### config.mk
export PLATFORM = sky130hd
export DESIGN_NAME = smc777_vram_arb
export DESIGN_NICKNAME = d
export VERILOG_FILES = /design/src/rtl/smc777_vram_arb.sv
export SDC_FILE = /design/constraint.sdc
export NUM_CORES = 1
export LEC_CHECK = 0
export CAP_MARGIN = 5
export CORE_ASPECT_RATIO = 1.1
export CORE_MARGIN = 3
export CORE_UTILIZATION = 39
export CTS_BUF_LIST = sky130_fd_sc_hd__clkbuf_16
export DETAILED_ROUTE_END_ITERATION = 12
export PLACE_DENSITY = 0.82
export SKIP_CTS_REPAIR_TIMING = 1
export SYNTH_ARGS = -nofsm -noshare
export SYNTH_HDL_FRONTEND = slang
export SYNTH_SLANG_ARGS = --single-unit
### constraint.sdc
create_clock -name clk -period 1.5 [get_ports clk]
set_clock_uncertainty 0.05 [all_clocks]
set_input_delay 0.3 -clock clk [delete_from_list [all_inputs] [get_ports clk]]
set_output_delay 0.3 -clock clk [all_outputs]
set_load 0.02 [all_outputs]
### src/rtl/smc777_vram_arb.sv
// smc777_vram_arb
// Single-port VRAM arbiter for the display fetch, Z80 CPU and ioctl loader.
// Fixed priority every cycle: display > CPU > loader, one access per cycle.
// Accesses are issued one cycle after the grant on registered ram_* outputs.
// Read data comes back from the synchronous RAM one cycle after that, and is
// registered once more before it is presented.
//
// Ports
//   clk, reset                  clock, synchronous active-high reset
//   disp_req/disp_addr          display fetch pulse and address
//   disp_valid/disp_data        fetch result, 3 cycles after disp_req
//   cpu_req/cpu_we/cpu_addr/cpu_din   CPU access, level until cpu_ack
//   cpu_ack/cpu_dout/cpu_wait_n       CPU completion, read data, Z80 WAIT
//   dl_req/dl_addr/dl_din/dl_ack      loader write request and issue pulse
//   ram_addr/ram_we/ram_din/ram_dout  VRAM port
//   cpu_wait_cnt                only with SMC777_VRAM_ARB_STATS_EN defined:
//                               saturating count of cycles with WAIT low
module smc777_vram_arb #(
  parameter int AW = 15
) (
  input  logic          clk,
  input  logic          reset,
  input  logic          disp_req,
  input  logic [AW-1:0] disp_addr,
  output logic          disp_valid,
  output logic [7:0]    disp_data,
  input  logic          cpu_req,
  input  logic          cpu_we,
  input  logic [AW-1:0] cpu_addr,
  input  logic [7:0]    cpu_din,
  output logic          cpu_ack,
  output logic [7:0]    cpu_dout,
  output logic          cpu_wait_n,
  input  logic          dl_req,
  input  logic [AW-1:0] dl_addr,
  input  logic [7:0]    dl_din,
  output logic          dl_ack,
  output logic [AW-1:0] ram_addr,
  output logic          ram_we,
  output logic [7:0]    ram_din,
  input  logic [7:0]    ram_dout
`ifdef SMC777_VRAM_ARB_STATS_EN
  ,
  output logic [15:0]   cpu_wait_cnt
`endif
);

  logic cpu_busy;
  logic s1_disp, s1_cpu, s1_rd;   // access on the RAM port this cycle
  logic s2_disp, s2_cpu, s2_rd;   // ram_dout belongs to this access

  logic grant_disp, grant_cpu, grant_dl;

  // A CPU request already granted (busy) no longer blocks the loader.
  always_comb begin
    grant_disp = disp_req;
    grant_cpu  = cpu_req & ~cpu_busy & ~disp_req;
    grant_dl   = dl_req & ~disp_req & ~(cpu_req & ~cpu_busy);
  end

  assign cpu_wait_n = ~(cpu_req & ~cpu_ack);

  always_ff @(posedge clk) begin
    if (reset) begin
      ram_addr   <= '0;
      ram_we     <= 1'b0;
      ram_din    <= '0;
      dl_ack     <= 1'b0;
      cpu_busy   <= 1'b0;
      s1_disp    <= 1'b0;
      s1_cpu     <= 1'b0;
      s1_rd      <= 1'b0;
      s2_disp    <= 1'b0;
      s2_cpu     <= 1'b0;
      s2_rd      <= 1'b0;
      disp_valid <= 1'b0;
      disp_data  <= '0;
      cpu_ack    <= 1'b0;
      cpu_dout   <= '0;
    end else begin
      ram_we  <= 1'b0;
      dl_ack  <= 1'b0;
      s1_disp <= grant_disp;
      s1_cpu  <= grant_cpu;
      s1_rd   <= grant_cpu & ~cpu_we;

      if (grant_disp) begin
        ram_addr <= disp_addr;
      end else if (grant_cpu) begin
        ram_addr <= cpu_addr;
        ram_we   <= cpu_we;
        ram_din  <= cpu_din;
      end else if (grant_dl) begin
        ram_addr <= dl_addr;
        ram_we   <= 1'b1;
        ram_din  <= dl_din;
        dl_ack   <= 1'b1;
      end

      s2_disp <= s1_disp;
      s2_cpu  <= s1_cpu;
      s2_rd   <= s1_rd;

      disp_valid <= s2_disp;
      if (s2_disp) disp_data <= ram_dout;
      cpu_ack <= s2_cpu;
      if (s2_cpu && s2_rd) cpu_dout <= ram_dout;

      // Busy spans grant to ack so the still-high cpu_req is not re-granted.
      if (grant_cpu) cpu_busy <= 1'b1;
      else if (cpu_ack) cpu_busy <= 1'b0;
    end
  end

`ifdef SMC777_VRAM_ARB_STATS_EN
  always_ff @(posedge clk) begin
    if (reset) cpu_wait_cnt <= '0;
    else if (!cpu_wait_n && cpu_wait_cnt != 16'hFFFF) cpu_wait_cnt <= cpu_wait_cnt + 16'd1;
  end
`endif

endmodule
; ---- Word-level counts from Yosys, hierarchy flattened
; Index checks and enable logic that the tools add are counted.
[word_totals]
in_bits = 75
regBits = 50
output_inout_bits = 44
wordCells = 43
[op_classes]
reduce_logical = 7
bitwise_logic = 12
n_mux = 9
[op_table]
columns = op, count
row1 = 15-bit two-way mux, 3
row2 = 8-bit two-way mux, 2
row3 = 1-bit AND, 6
row4 = 1-bit inverter, 6
row5 = 1-bit two-way mux, 4
row6 = 2-bit nonzero test, 2
row7 = 3-bit nonzero test, 1
row8 = 3-bit OR reduction, 1
row9 = 2-bit AND reduction, 1
row10 = 2-bit OR reduction, 1
row11 = 1-bit logical AND, 1

; ---- Longest topological paths before layout
[depth]
word_depth = 7
ltp_mapped = 5
depth_no_buf = 3

; ---- Least setup slack after synthesis
; Ideal clock, no wire load.
[synth_timing]
kind = input-to-reg
from = input disp_req
to = register cpu_busy
setup_time_ps = 117
cell_stages = 5
t_required_ps = 1333
arrival_ps = 1107
slack_ps = 225
path_buffers = 3
cell_sequence = buf_2 > buf_2 > buf_1 > a2bb2oi_1 > nor2_1
[synth_via]
elab_chain_len = 3
elab_cells_between_ends = 4
cone_classes = 1 x mux / 2 x bitwise / 1 x reduce/logical
[synth_rtl]
columns = item, line_no
row1 = "start, declared", 23  ; input logic disp_req,
row2 = 1-bit inverter (no source line) (*), --
row3 = 1-bit AND (*), 57  ; grant_cpu = cpu_req & ~cpu_busy & ~disp_req;
row4 = 1-bit two-way mux or 2-bit nonzero test (tied branches), --
row5 = "end signal, assigned", 69  ; cpu_busy <= 1'b0;
row6 = "end signal, assigned", 110  ; if (grant_cpu) cpu_busy <= 1'b1;
row7 = "end signal, assigned", 111  ; else if (cpu_ack) cpu_busy <= 1'b0;
row8 = "end, declared", 48  ; logic cpu_busy;
; Every way passes the cells marked *; elsewhere a longest branch is shown, timed or not.
; A chain may end at the register's enable or synchronous reset.

; ---- Worst setup path after layout
[layout_timing]
from = input dl_req
to = register ram_addr[9]
[layout_via]
elab_chain_len = 3
[layout_rtl]
columns = item, line_no
row1 = "start, declared", 34  ; input logic dl_req,
row2 = 1-bit AND (2 in series), 58  ; grant_dl = dl_req & ~disp_req & ~(cpu_req & ~cpu_busy);
row3 = 3-bit nonzero test (no source line), --
row4 = "end signal, assigned", 88  ; ram_addr <= disp_addr;
row5 = "end signal, assigned", 90  ; ram_addr <= cpu_addr;
row6 = "end signal, assigned", 94  ; ram_addr <= dl_addr;
row7 = "end, declared", 38  ; output logic [AW-1:0] ram_addr,
; No other way between the ends.

==> impl_summary.md <==
Power
IR analysis of the VDD net gives a maximum drop of about 470 uV. The power share of the combinational group is a little over a fifth. The cell area power density is slightly below 900 nW/um2.

The analysis attributes to cell leakage a power of approximately 2.1 nW. The internal power of the cells totals 2.58 mW. The switching power of the nets is between 0.8 and 0.9 mW. The overall power after layout is 3.39 mW.

Net switching is between 20% and 30% of the power. The part of the total power dissipated in the clock network is a little over a third. The relative contribution of sequential cells to total power is 42.5%.

Timing
The share of the cycle needed by the critical path after routing is a little over nine tenths. Setup repair after global routing could not meet its margin everywhere. For this run, the top clock speed supported by timing is 692 MHz.

The number of max-slew violations in the final report is 0. The number of hold-slack violations in the final timing report is 0. For the pin with the worst max-slew slack, the measured transition is approximately 530 ps. After layout, the minimum clock period comes to ~1400 ps.

The remaining max-slew budget at the tightest pin is approximately 65%. The setup-violating endpoint count in the final report is 0.

Detailed routing
Before antenna repair, the detailed router went through 4 iterations. The ratio of routed vias to standard cells is 5.16. The wire length per cell after detailed routing is roughly 15 um.

For this block, the routed nets add up to 6620 um of wire. The via count is about 2.3k. After detailed routing, the number of remaining DRC violations is 0.

The starting DRC count in detailed routing is between 80 and 90. In this run the remaining antenna-violating nets after routing total 0.

Cells and area
Leaving out fill and tap cells, the most frequent cells in the layout are 72 x sky130_fd_sc_hd__clkdlybuf4s50_1, 50 x sky130_fd_sc_hd__dfxtp_1, 44 x sky130_fd_sc_hd__dlymetal6s2s_1. The fraction of layout cells with a size suffix above 1 is between 9 and 10%. For this run, the post-layout net count is ~440.

The number of filler instances in the final layout is between 400 and 500. The area growth from synthesis to layout is 71.2%. The repair_antennas step left the layout with diodes totalling 0. For this run, the number of standard cells in the final layout without fillers is approximately 440.

The library cell used most frequently in the layout, excluding fill and tap cells, is sky130_fd_sc_hd__clkdlybuf4s50_1.

Floorplanning
The floorplan step defined a die boundary enclosing 6750 um2. The number of placement rows is 28. The horizontal extent of the die is 78.6 um. The vertical die dimension is 85.9 um. about 120 I/O pins were placed. The total area inside the core boundary comes to between 5000 and 6000 um2. The initial standard-cell utilization of the core is between 40% and 50%.

Critical path
The worst endpoint data arrival time is around 1600 ps. The startpoint identified for the worst register-to-register timing path is cpu_busy$_SDFFE_PP0P_. The buffer and inverter count on the worst path is 4. The kind of cell with the highest combined delay along the critical path is buffers and inverters. The slowest library cell on the worst path is sky130_fd_sc_hd__clkdlybuf4s50_1.

The setup path with the least slack is of type in2reg. The launching element type of the critical path is an input pin. The worst endpoint required time is 1660 ps. The number of cell instances on the worst register-to-register path is 5. The capturing point of the worst reg2reg path is ram_addr[9]$_SDFFE_PP0P_. The reg2reg setup slack is 170 ps. Traced cell by cell, the critical path runs through clkdlybuf4s50_1 -> buf_12 -> buf_12 -> nor4_4 -> buf_4 -> o2bb2ai_1. The type of element capturing the critical path is a register.

For this run, the slowest stage of the critical path takes between 400 and 500 ps. The critical path's most frequent cell is sky130_fd_sc_hd__buf_12. The top fanout value on the critical path is 21.

Synthesis
Synthesis produced a netlist with a net count of 320. Of all cell types, the one taking the most synthesized area is sky130_fd_sc_hd__dfxtp_1. For this run, the register share of the synthesized area comes to between 40% and 50%. After synthesis, the share of flip-flops with an asynchronous set or reset is 0%. The top cell type by area accounts for between 40% and 50% of the synthesized area. The most used flip-flop cell after synthesis is sky130_fd_sc_hd__dfxtp_1.

The mean post-synth cell area is 9.23 um2. Counting flops with a built-in enable in the synthesized netlist gives 0. The combined area of all synthesized cells is 2260 um2. Synthesis instantiated 30 different standard cells from the library. By area the synthesized netlist is led by sky130_fd_sc_hd__dfxtp_1 44%, sky130_fd_sc_hd__mux2i_1 6.6%, sky130_fd_sc_hd__a221o_1 4.0%, sky130_fd_sc_hd__a2111oi_0 3.5%, sky130_fd_sc_hd__o2bb2ai_1 3.5%. The Yosys step of the flow raised 0 warnings. The count of state elements after synthesis is 50. The instance count of the mapped netlist is approximately 250.

Clocking
In this run the clock root is driven by a sky130_fd_sc_hd__clkbuf_16. Clock-pin slew was measured on the worst setup and hold paths at 60 ps. The TritonCTS clock tree is done. The maximum clock insertion buffer count is 2.

The latest clock arrival within the worst-skew pair is 280 ps. The clock sink total is 50. The number of buffers inserted during clock tree synthesis is 5.

The H-tree generated during clock tree synthesis spans 2 levels.

Worst hold path
The type of the worst min-delay path is reg2reg. The path with the worst hold slack has its endpoint at s2_disp$_SDFF_PP0_. Counting instances, the worst hold path has a depth of 1. The worst hold path begins at s1_disp$_SDFF_PP0_.

Global routing
Entering global routing, the biggest net connects 28 pins. In the global route stage, overall resource usage came out at 19.5%. The total overflow reported by the global router is 0.

The via count of the first global-routing pass came to between 2k and 2.5k. The first-pass GRT wire length is about 11,000 um. The initial antenna violation count was 0.

Place
Once detailed placement completed, the half-perimeter wirelength came to 4870 um. The count of placed standard cells including taps is 431. At the end of routability-driven placement, the weighted congestion stood at between 0.7 and 0.8. The number of input and output port buffers inserted is between 100 and 150.

Run status
The flow ran to the end, and the final reports show no timing, DRC or antenna violations.

Job
The count of max-cap constraint violations is 0.
==> cells by family (layout without fill, tap and decap cells) <==
logic type	count (synthesis)	count (layout)	share of synthesized area [%]
buffers and inverters	43	161	9.02
multiplexers	15	15	6.64
flip-flops	50	50	44.3
AO/OA/AOI/OAI	66	66	24.1
AND/OR/NAND/NOR	71	71	16.0
==> metrics by stage <==
step	instance area (um2)	setup WS (ps)	hold slack, ps	utilization [%]	TNS [ps]
2_1_floorplan	2260	225	327	-	0
3_3_place_gp	3570	-301	368	65.0	-4180
3_5_place_dp	3570	-297	380	65.0	-4940
4_1_cts	3730	-297	395	67.9	-3840
5_1_grt	3870	-18.8	411	70.4	-36.5
6_report	3870	54.7	388	70.4	0
==> per-layer routing <==
| layer | track usage, % | routed length (um) | up-vias |
|---|---|---|---|
| met1 | 21.8 | 2590 | 1028 |
| met2 | 34.2 | 3340 | 100 |
| met5 | 0 | 0 | - |
| met3 | 7.35 | 618 | 6 |
| li1 | - | - | 1124 |
| met4 | 6.36 | 75 | 0 |
==> worst max path at each step <==
stage	startpoint	endpoint	slack (ps)	depth (start not counted)
5_1_grt	cpu_req	ram_din[1]$_SDFFE_PP0P_	-20	5
6_report	dl_req	ram_addr[9]$_SDFFE_PP0P_	50	6
3_3_place_gp	cpu_req	cpu_wait_n	-300	3
3_5_place_dp	cpu_req	cpu_wait_n	-300	3
2_1_floorplan	disp_req	cpu_busy$_SDFFE_PP0P_	230	5
4_1_cts	cpu_req	cpu_wait_n	-300	3
==> state kept, by name (all words and copies together), names as in the netlist <==
| register | flops |
|---|---|
| ram_addr | 15 |
| cpu_dout | 8 |
| disp_data | 8 |
| ram_din | 8 |
| cpu_ack | 1 |
| cpu_busy | 1 |
| disp_valid | 1 |
| dl_ack | 1 |
| ram_we | 1 |
| s1_cpu | 1 |
| s1_disp | 1 |
| s1_rd | 1 |
| s2_cpu | 1 |
| s2_disp | 1 |
| s2_rd | 1 |
==> synth_stat cells, types with 2 or more instances <==
library cell and number:
sky130_fd_sc_hd__inv_1 18, sky130_fd_sc_hd__o2bb2ai_1 9, sky130_fd_sc_hd__dfxtp_1 50, sky130_fd_sc_hd__buf_2 10
sky130_fd_sc_hd__nor2_1 19, sky130_fd_sc_hd__buf_4 2, sky130_fd_sc_hd__a21oi_1 9, sky130_fd_sc_hd__a2111oi_0 9
sky130_fd_sc_hd__a2111oi_2 3, sky130_fd_sc_hd__nand3_1 8, sky130_fd_sc_hd__buf_6 3, sky130_fd_sc_hd__mux2i_1 15
sky130_fd_sc_hd__nand2b_1 2, sky130_fd_sc_hd__nor4_1 2, sky130_fd_sc_hd__o21ai_0 7, sky130_fd_sc_hd__nor3_1 15
sky130_fd_sc_hd__o211a_1 7, sky130_fd_sc_hd__nor2b_1 12, sky130_fd_sc_hd__nand2_1 10, sky130_fd_sc_hd__a211oi_1 9
sky130_fd_sc_hd__a221o_1 9, sky130_fd_sc_hd__clkbuf_1 9
==> cell type report <==
class | count | area, um2 | area share [%]
clock inverter | 2 | 33.8 | 0.873
tap | 75 | 93.8 | 2.42
clock buffer | 5 | 125 | 3.23
timing repair buffer | 136 | 1470 | 38.0
multi-input combinational | 152 | 1080 | 27.9
inverter | 18 | 67.6 | 1.75
sequential | 50 | 1000 | 25.9
==> power groups by stage <==
stage | clock network [mW] | registers, mW | logic [mW]
2_1_floorplan | 0 | 1.54 | 0.260
3_3_place_gp | 0 | 1.47 | 0.724
3_5_place_dp | 0 | 1.47 | 0.737
4_1_cts | 1.24 | 1.44 | 0.740
5_1_grt | 1.30 | 1.45 | 0.795
6_report | 1.21 | 1.44 | 0.738
(Power assumes the default switching activity.)
